<file path="src/rtl/dvs_aer_transmitter.sv">
// AER sender: serializes (x, y, pol) pixel events into Y/X words over a four-phase REQ/ACK bus.
// Optional row coalescing (Y word skipped for an unchanged row) is built when DVS_AER_TX_ROW_SKIP_EN is defined.
//
// state   | meaning
// --------+---------------------------------------------------------
// IDLE    | evt_ready high, waiting for an event
// Y_SETUP | Y word on the bus, waiting out the setup time
// Y_REQ   | req high, waiting for ack_s high
// Y_REL   | req low, waiting for ack_s low
// X_SETUP | X word on the bus, waiting out the setup time
// X_REQ   | req high, waiting for ack_s high
// X_REL   | req low, waiting for ack_s low, then back to IDLE
module dvs_aer_transmitter #(
    parameter int SETUP_CYCLES       = 1,
    parameter int ROW_TIMEOUT_CYCLES = 64
) (
    input  logic       clk,
    input  logic       rst_n,
    input  logic       evt_valid,
    output logic       evt_ready,
    input  logic [8:0] evt_x,
    input  logic [8:0] evt_y,
    input  logic       evt_pol,
    output logic       evt_drop,
    output logic [9:0] aer,
    output logic       xsel,
    output logic       req,
    input  logic       ack
);

    // Sensor array size (DAVIS346-class), mirrored from dvs_ravens_pkg.
    localparam logic [8:0] DVS_WIDTH_PXLS  = 9'd346;
    localparam logic [8:0] DVS_HEIGHT_PXLS = 9'd260;
    localparam logic [3:0] SETUP_LOAD      = 4'(SETUP_CYCLES - 1);

    typedef enum logic [2:0] {
        IDLE, Y_SETUP, Y_REQ, Y_REL, X_SETUP, X_REQ, X_REL
    } state_t;

    state_t     state, state_nxt;
    logic [9:0] aer_nxt;
    logic       xsel_nxt, req_nxt, ready_nxt, drop_nxt;
    logic [3:0] setup_cnt, setup_cnt_nxt;
    logic [8:0] cap_x, cap_y;
    logic       cap_pol;
    logic       ack_meta, ack_s;
    logic       accept, in_range, row_hit;

    assign accept   = evt_valid && evt_ready;
    assign in_range = (evt_x < DVS_WIDTH_PXLS) && (evt_y < DVS_HEIGHT_PXLS);

    always_ff @(posedge clk or negedge rst_n) begin
        if (!rst_n) begin
            ack_meta <= 1'b0;
            ack_s    <= 1'b0;
        end else begin
            ack_meta <= ack;
            ack_s    <= ack_meta;
        end
    end

`ifdef DVS_AER_TX_ROW_SKIP_EN
    logic        row_valid;
    logic [8:0]  last_y;
    logic [15:0] row_tmr;

    // Uses the pre-clear row_valid, so an accept on the timeout cycle still hits.
    assign row_hit = row_valid && (evt_y == last_y);

    // Down-counter of idle cycles; reaching terminal count drops the cached row.
    always_ff @(posedge clk or negedge rst_n) begin
        if (!rst_n) begin
            row_valid <= 1'b0;
            last_y    <= 9'd0;
            row_tmr   <= 16'(ROW_TIMEOUT_CYCLES);
        end else begin
            if (accept) begin
                row_tmr <= 16'(ROW_TIMEOUT_CYCLES);
            end else if (state == IDLE && row_tmr != 16'd0) begin
                row_tmr <= row_tmr - 16'd1;
                if (row_tmr == 16'd1) begin
                    row_valid <= 1'b0;
                end
            end
            if (state == X_REL && !ack_s) begin
                row_valid <= 1'b1;
                last_y    <= cap_y;
            end
        end
    end
`else
    assign row_hit = 1'b0;
`endif

    always_comb begin
        state_nxt     = state;
        aer_nxt       = aer;
        xsel_nxt      = xsel;
        req_nxt       = req;
        drop_nxt      = 1'b0;
        setup_cnt_nxt = setup_cnt;
        case (state)
            IDLE: begin
                if (accept) begin
                    if (!in_range) begin
                        drop_nxt = 1'b1;
                    end else if (row_hit) begin
                        state_nxt     = X_SETUP;
                        aer_nxt       = {evt_x, evt_pol};
                        xsel_nxt      = 1'b1;
                        setup_cnt_nxt = SETUP_LOAD;
                    end else begin
                        state_nxt     = Y_SETUP;
                        aer_nxt       = {1'b0, evt_y};
                        xsel_nxt      = 1'b0;
                        setup_cnt_nxt = SETUP_LOAD;
                    end
                end
            end
            // req is only raised once ack_s is low, preserving the four-phase order.
            Y_SETUP, X_SETUP: begin
                if (setup_cnt != 4'd0) begin
                    setup_cnt_nxt = setup_cnt - 4'd1;
                end else if (!ack_s) begin
                    state_nxt = (state == Y_SETUP) ? Y_REQ : X_REQ;
                    req_nxt   = 1'b1;
                end
            end
            Y_REQ, X_REQ: begin
                if (ack_s) begin
                    state_nxt = (state == Y_REQ) ? Y_REL : X_REL;
                    req_nxt   = 1'b0;
                end
            end
            Y_REL: begin
                if (!ack_s) begin
                    state_nxt     = X_SETUP;
                    aer_nxt       = {cap_x, cap_pol};
                    xsel_nxt      = 1'b1;
                    setup_cnt_nxt = SETUP_LOAD;
                end
            end
            X_REL: begin
                if (!ack_s) begin
                    state_nxt = IDLE;
                end
            end
            default: state_nxt = IDLE;
        endcase
        ready_nxt = (state_nxt == IDLE);
    end

    always_ff @(posedge clk or negedge rst_n) begin
        if (!rst_n) begin
            state <= IDLE;
        end else begin
            state <= state_nxt;
        end
    end

    always_ff @(posedge clk or negedge rst_n) begin
        if (!rst_n) begin
            aer       <= 10'd0;
            xsel      <= 1'b0;
            req       <= 1'b0;
            evt_ready <= 1'b0;
            evt_drop  <= 1'b0;
            setup_cnt <= 4'd0;
            cap_x     <= 9'd0;
            cap_y     <= 9'd0;
            cap_pol   <= 1'b0;
        end else begin
            aer       <= aer_nxt;
            xsel      <= xsel_nxt;
            req       <= req_nxt;
            evt_ready <= ready_nxt;
            evt_drop  <= drop_nxt;
            setup_cnt <= setup_cnt_nxt;
            if (accept && in_range) begin
                cap_x   <= evt_x;
                cap_y   <= evt_y;
                cap_pol <= evt_pol;
            end
        end
    end

endmodule

</file>
<file path="config.mk">
export PLATFORM = sky130hd
export DESIGN_NAME = dvs_aer_transmitter
export DESIGN_NICKNAME = d
export VERILOG_FILES = /design/src/rtl/dvs_aer_transmitter.sv
export SDC_FILE = /design/constraint.sdc
export NUM_CORES = 1
export LEC_CHECK = 0
export ABC_AREA = 0
export CELL_PAD_IN_SITES_DETAIL_PLACEMENT = 2
export CELL_PAD_IN_SITES_GLOBAL_PLACEMENT = 2
export CORE_MARGIN = 10
export CORE_UTILIZATION = 32
export CTS_CLUSTER_DIAMETER = 50
export DETAILED_ROUTE_END_ITERATION = 12
export PLACE_DENSITY = 0.84
export REMOVE_ABC_BUFFERS = 1
export SETUP_SLACK_MARGIN = 0.4
export SLEW_MARGIN = 10
export SYNTH_ARGS = -nofsm -noshare
export SYNTH_HDL_FRONTEND = slang
export SYNTH_SLANG_ARGS = --single-unit
</file>
<file path="constraint.sdc">
create_clock -name clk -period 2.5 [get_ports clk]
set_input_delay 0.5 -clock clk [delete_from_list [all_inputs] [get_ports clk]]
set_output_delay 0.5 -clock clk [all_outputs]
set_load 0.02 [all_outputs]
</file>
# After elaboration in Yosys (flattened, before gate mapping)
# Index checks and enable logic that the tools add are counted.
dict set report totals {
  out_inout_bits 14
  ff_bits 33
}
dict set report op_classes {
  eq_ne 13
  mux 29
  order_cmp 2
  n_addsub 1
  n_reduce_logical 14
}
# cell count
set op_table {}
lappend op_table {{$mux W10} 3}
lappend op_table {{$mux W3} 9}
lappend op_table {{$pmux W10 S2} 1}
lappend op_table {{$lt A9 B9 Y1 const B} 2}
lappend op_table {{$mux W4} 4}
lappend op_table {{$pmux W3 S5} 1}
lappend op_table {{$ne A2 B2 Y1 const B} 7}
lappend op_table {{$pmux W4 S3} 1}
lappend op_table {{$eq A3 B3 Y1 const B} 3}
lappend op_table {{$mux W1} 8}
lappend op_table {{$reduce_and A4 Y1} 2}
lappend op_table {{$eq A3 B2 Y1 const B} 2}
lappend op_table {{$logic_not A3 Y1} 2}
lappend op_table {{$reduce_and A5 Y1} 1}
lappend op_table {{$pmux W1 S2} 2}
lappend op_table {{$reduce_bool A2 Y1} 2}
lappend op_table {{$reduce_bool A4 Y1} 1}
lappend op_table {{$reduce_or A2 Y1} 2}
lappend op_table {{$sub A4 B1 Y4 const B} 1}
lappend op_table {{$eq A3 B1 Y1 const B} 1}
lappend op_table {{$logic_and A1 B1 Y1} 3}
lappend op_table {{$reduce_bool A3 Y1} 1}

# Logic depth before layout (Yosys ltp)
dict set report depth {
  depth_word 6
  ltp_mapped 7
  mapped_depth_nobuf 7
}

# Worst setup path after synthesis
# No wires, ideal clock.
dict set report synth_path {
  path_kind {input-to-reg}
  from {input port evt_y[7]}
  to {register aer[0]}
  path_buffers 1
  path_slack_ps 296
  setup_ps 125
  arrival_ps 2079
  cell_stages 6
  cell_sequence {or4_4 -> o31ai_4 -> nand3_1 -> o21ai_1 -> buf_2 -> mux2_2}
}
dict set report synth_via {
  elab_chain_len 4
}
# item line_no
set synth_rtl {}
lappend synth_rtl {{from (decl)} 22} ;# input logic [8:0] evt_y,
lappend synth_rtl {{$lt A9 B9 Y1} 50} ;# assign in_range = (evt_x < DVS_WIDTH_PXLS) && (evt_y < DVS_HEIGHT_PXLS);
lappend synth_rtl {{$logic_and A1 B1 Y1} 50}
lappend synth_rtl {{$ne A2 B2 Y1 (no source line)} n/a}
lappend synth_rtl {{$reduce_and A4 Y1 (no source line)} n/a}
lappend synth_rtl {{to (signal assigned)} 173} ;# aer <= aer_nxt;
lappend synth_rtl {{to (decl)} 25} ;# output logic [9:0] aer,
# No other way between the ends.
# A chain may end at the register's enable or synchronous reset.

# Worst setup path after layout
dict set report layout_path {
  from {register setup_cnt[0]}
  to {register setup_cnt[2]}
}
dict set report layout_via {
  elab_chain_len 3
  elab_cells_between_ends 6
  cone_classes {add/sub (1); eq/ne (1); mux (2); reduce/logical (2)}
}
# item line_no
set layout_rtl {}
lappend layout_rtl {{from (decl)} 43} ;# logic [3:0] setup_cnt, setup_cnt_nxt;
lappend layout_rtl {{from (signal assigned)} 178} ;# setup_cnt <= setup_cnt_nxt;
lappend layout_rtl {{$sub A4 B1 Y4 or $reduce_bool A4 Y1 (tied branches)} {123, 122}}
lappend layout_rtl {{$mux W4 or $ne A2 B2 Y1 (tied branches)} n/a}
lappend layout_rtl {{$pmux W4 S3 or $reduce_and A5 Y1 (tied branches)} n/a}
# Parallel ways exist; a longest one is shown, timed or not. The select of a mux whose other input is x is not followed.

==> results.cfg <==
[setup_path]
cp_num_cells = 8
cp_num_buf_inv = 2
kind_of_cell_adding_the_most_delay_to_the_critical_path = simple AND/OR/NAND/NOR gates
number_of_cells_on_the_worst_reg_to_reg_path = 8
critPathRequiredTime_ns = 2.72
end_kind = flop
critical_path_peak_fanout = 5
critPathArrivalTime_ns = 2.42
r2r_start = setup_cnt[0]$_DFFE_PN0P_
r2r-end = setup_cnt[2]$_DFFE_PN0P_
timing.critical_path.slowest_cell_delay_ns = 0.57
crit_path_start_kind = flop
critical_path.slowest_cell = or4_4
critical_path.cell_chain = inv_2 > ha_4 > or3b_4 > nor4b_4 > nor4_2 > buf_4 > or4_4 > a21oi_4
ff2ff_setup_slack_ns = 0.30
path_class = flop to flop

[finish]
final_cell_area_um2 = 2660
most-common-layout-cells = dfrtp_1, buf_4, clkdlybuf4s50_1, mux2_4, mux2_2
fin_util = 0.555
layout.area.seq_um2 = 830
fillers = 456
post_route_cells_drive_above_1_share = 0.490
layout.cells.most_common = dfrtp_1
multi_input_area_um2 = 952
final_nets = 226
antenna_cells_inserted = 0
area_growth_pct = 66.6

[timing]
rsz_0062_raised_after_global_routing = true
finalHoldWorstSlack_ns = 0.395
setup_tns_ns = 0
max_freq_mhz = 455
finalCritPeriodShare = 0.878
setup_violating_endpoint_count_in_the_final_report = 0
fin_skew_ns = 0.00659
max_slew_margin = 0.652
maxSlewViolCount = 0
hold_violations = 0
worst_pin_slew_ns = 0.515
fin_crit_ns = 2.20

[detailed_routing]
initialDrtViolationCount = 45
routed_wl_um = 7880
detailroute.via_count = 1461
firstDrtPassIters = 4
routedWlPerCell_um = 29.3
via_cell_ratio = 5.43
post-route-drc-count = 0
drtAntennaViolNets = 0

[global_route]
global_route.overflow_total = 0
top_usage_layer = met2
met2_capacity_usage_during_global_routing = 0.320
use_met1 = 0.206
maximum_number_of_pins_on_one_net_before_global_route_repair = 34
global_route.usage.met3 = 0.0715
first_global_vias = 1766
antenna_found_initial = 0
track_usage = 0.188
wire_length_of_the_first_global_routing_pass_um = 11600

[floorplanning]
design.die.area_um2 = 8200
fp.coreArea_um2 = 4790
die_w_um = 90.6
start_util = 0.333
num_io_pins = 37
die_h_um = 90.6
fp-row-count = 25

[yosys]
yosys.cell_types.count = 35
yosysSeqAreaShare = 0.518
synth_cells = 132
mapped_cell_area_um2 = 1590
synth_flop_cell = dfrtp_1
post_synth.cell_area_avg_um2 = 12.1
ys.warnings.count = 0
synth_seq_cells = 33
postSynth.asyncResetShare = 1.00
synth_enable_flop_cells = 0

[cts]
clk_root_buffer_cell = clkbuf_8
tritoncts = done
clk_lat_worst_skew_ns = 0.30
cts_buffers = 5
clock_tree.buffer_depth = 2
htreeDepth = 2
numClockSinks = 33
cts.clk_slew.worst_paths_ns = 0.07
holdBufCountCts = 0

[min_path]
min_path_cells = 0
hold_start = ack_meta$_DFF_PN0_
hold_path_end = ack_s$_DFF_PN0_
hold_class = flop to flop

[place]
gpl.final_weighted_congestion = 0.847
dpl_cell_area_um2 = 2120
buffer_ports.inserted = 36
hpwlAfterDp_um = 3950

[pwr]
power.ir.vdd_worst_v = 0.000584
power-per-cell-area_nw_per_um2 = 1300
leak_nw = 1.18

[run_status]
status = finished clean

[run]
cap_viol_max_count = 0
-- cell families (layout without fill, tap and decap cells) --
group,after synthesis,count (layout),synth area share
flops,33,33,0.518
compound gates,29,29,0.126
mux,28,28,0.198
simple gates,26,26,0.105
buf+inv,13,83,0.0314
fa+ha+maj,2,2,0.0157
xor+xnor,1,1,0.00550
-- worst reg2reg max path: cells and delay by family, from the launching register on --
| kind | cells | cell delay, ns |
|---|---|---|
| AND/OR/NAND/NOR | 4 | 1.17 |
| AO/OA/AOI/OAI | 1 | 0.17 |
| flip-flops | 1 | 0.39 |
| buffers and inverters | 2 | 0.24 |
| adder cells (fa/ha/maj) | 1 | 0.16 |
-- report_power, final --
group | internal [mW] | total [mW] | switching (mW)
combinational | 0.977 | 1.87 | 0.896
sequential | 0.788 | 1.11 | 0.321
clock | 0.249 | 0.473 | 0.223
total | 2.02 | 3.45 | 1.44
-- what timing repair did --
item / CTS / global route
resized for setup: 65 / 25
setup endpoints to repair: 27 / 24
setup buffers: 11 / 7
pin swaps: 14 / 8
cloned: 1 / 0
-- sequential cells by signal, indices dropped and copies added (netlist names) --
name       count
evt_ready      1
ack_s          1
state          3
aer           10
cap_x          9
req            1
evt_drop       1
cap_pol        1
xsel           1
setup_cnt      4
ack_meta       1
-- area by class of cell --
cell class	count	share of cell area
Tap cell	67	0.0316
Timing Repair Buffer	68	0.250
Inverter	7	0.00989
Clock buffer	7	0.0363
Sequential cell	33	0.312
Multi-Input combinational cell	86	0.358
Clock inverter	1	0.00188
-- routing by layer --
layer	routed length (um)	part of all wire
met1	3180	0.40
met2	3950	0.50
met3	510	0.065
met4	241	0.031
met5	0	0
-- metrics by stage --
stage                     setup WS, ns  total power [mW]  std cells
after global routing             0.251              3.63        269
final                            0.304              3.45        269
after global placement         -0.0885              2.14        242
after floorplan                  0.219              1.65        126
after detailed placement        -0.245              2.26        242
after CTS                        0.403              3.13        262
-- how the worst max path moves through the flow --
stage	from	endpoint	slack, ns
final	setup_cnt[0]$_DFFE_PN0P_	setup_cnt[2]$_DFFE_PN0P_	0.30
after global routing	setup_cnt[0]$_DFFE_PN0P_	setup_cnt[2]$_DFFE_PN0P_	0.25
after CTS	setup_cnt[0]$_DFFE_PN0P_	setup_cnt[2]$_DFFE_PN0P_	0.40
after detailed placement	evt_y[7]	aer[3]$_DFFE_PN0P_	-0.25
after global placement	evt_y[7]	aer[8]$_DFFE_PN0P_	-0.09
after floorplan	evt_y[7]	aer[0]$_DFFE_PN0P_	0.22
-- synth_stat cells, types with 2 or more instances --
cell,instances,share of area
o31ai_1,2,0.0094
nor3_1,2,0.0063
clkbuf_1,5,0.012
nand2_1,5,0.012
nor2_1,3,0.0071
nand3_1,2,0.0063
a211oi_1,2,0.0094
ha_1,2,0.016
o21ai_0,7,0.022
inv_1,7,0.016
dfrtp_1,33,0.52
a21oi_1,8,0.025
nor4b_1,2,0.011
or4_1,2,0.0094
mux2_2,28,0.20
a21o_1,3,0.014
Note: power is estimated with default switching activity, not from simulation.
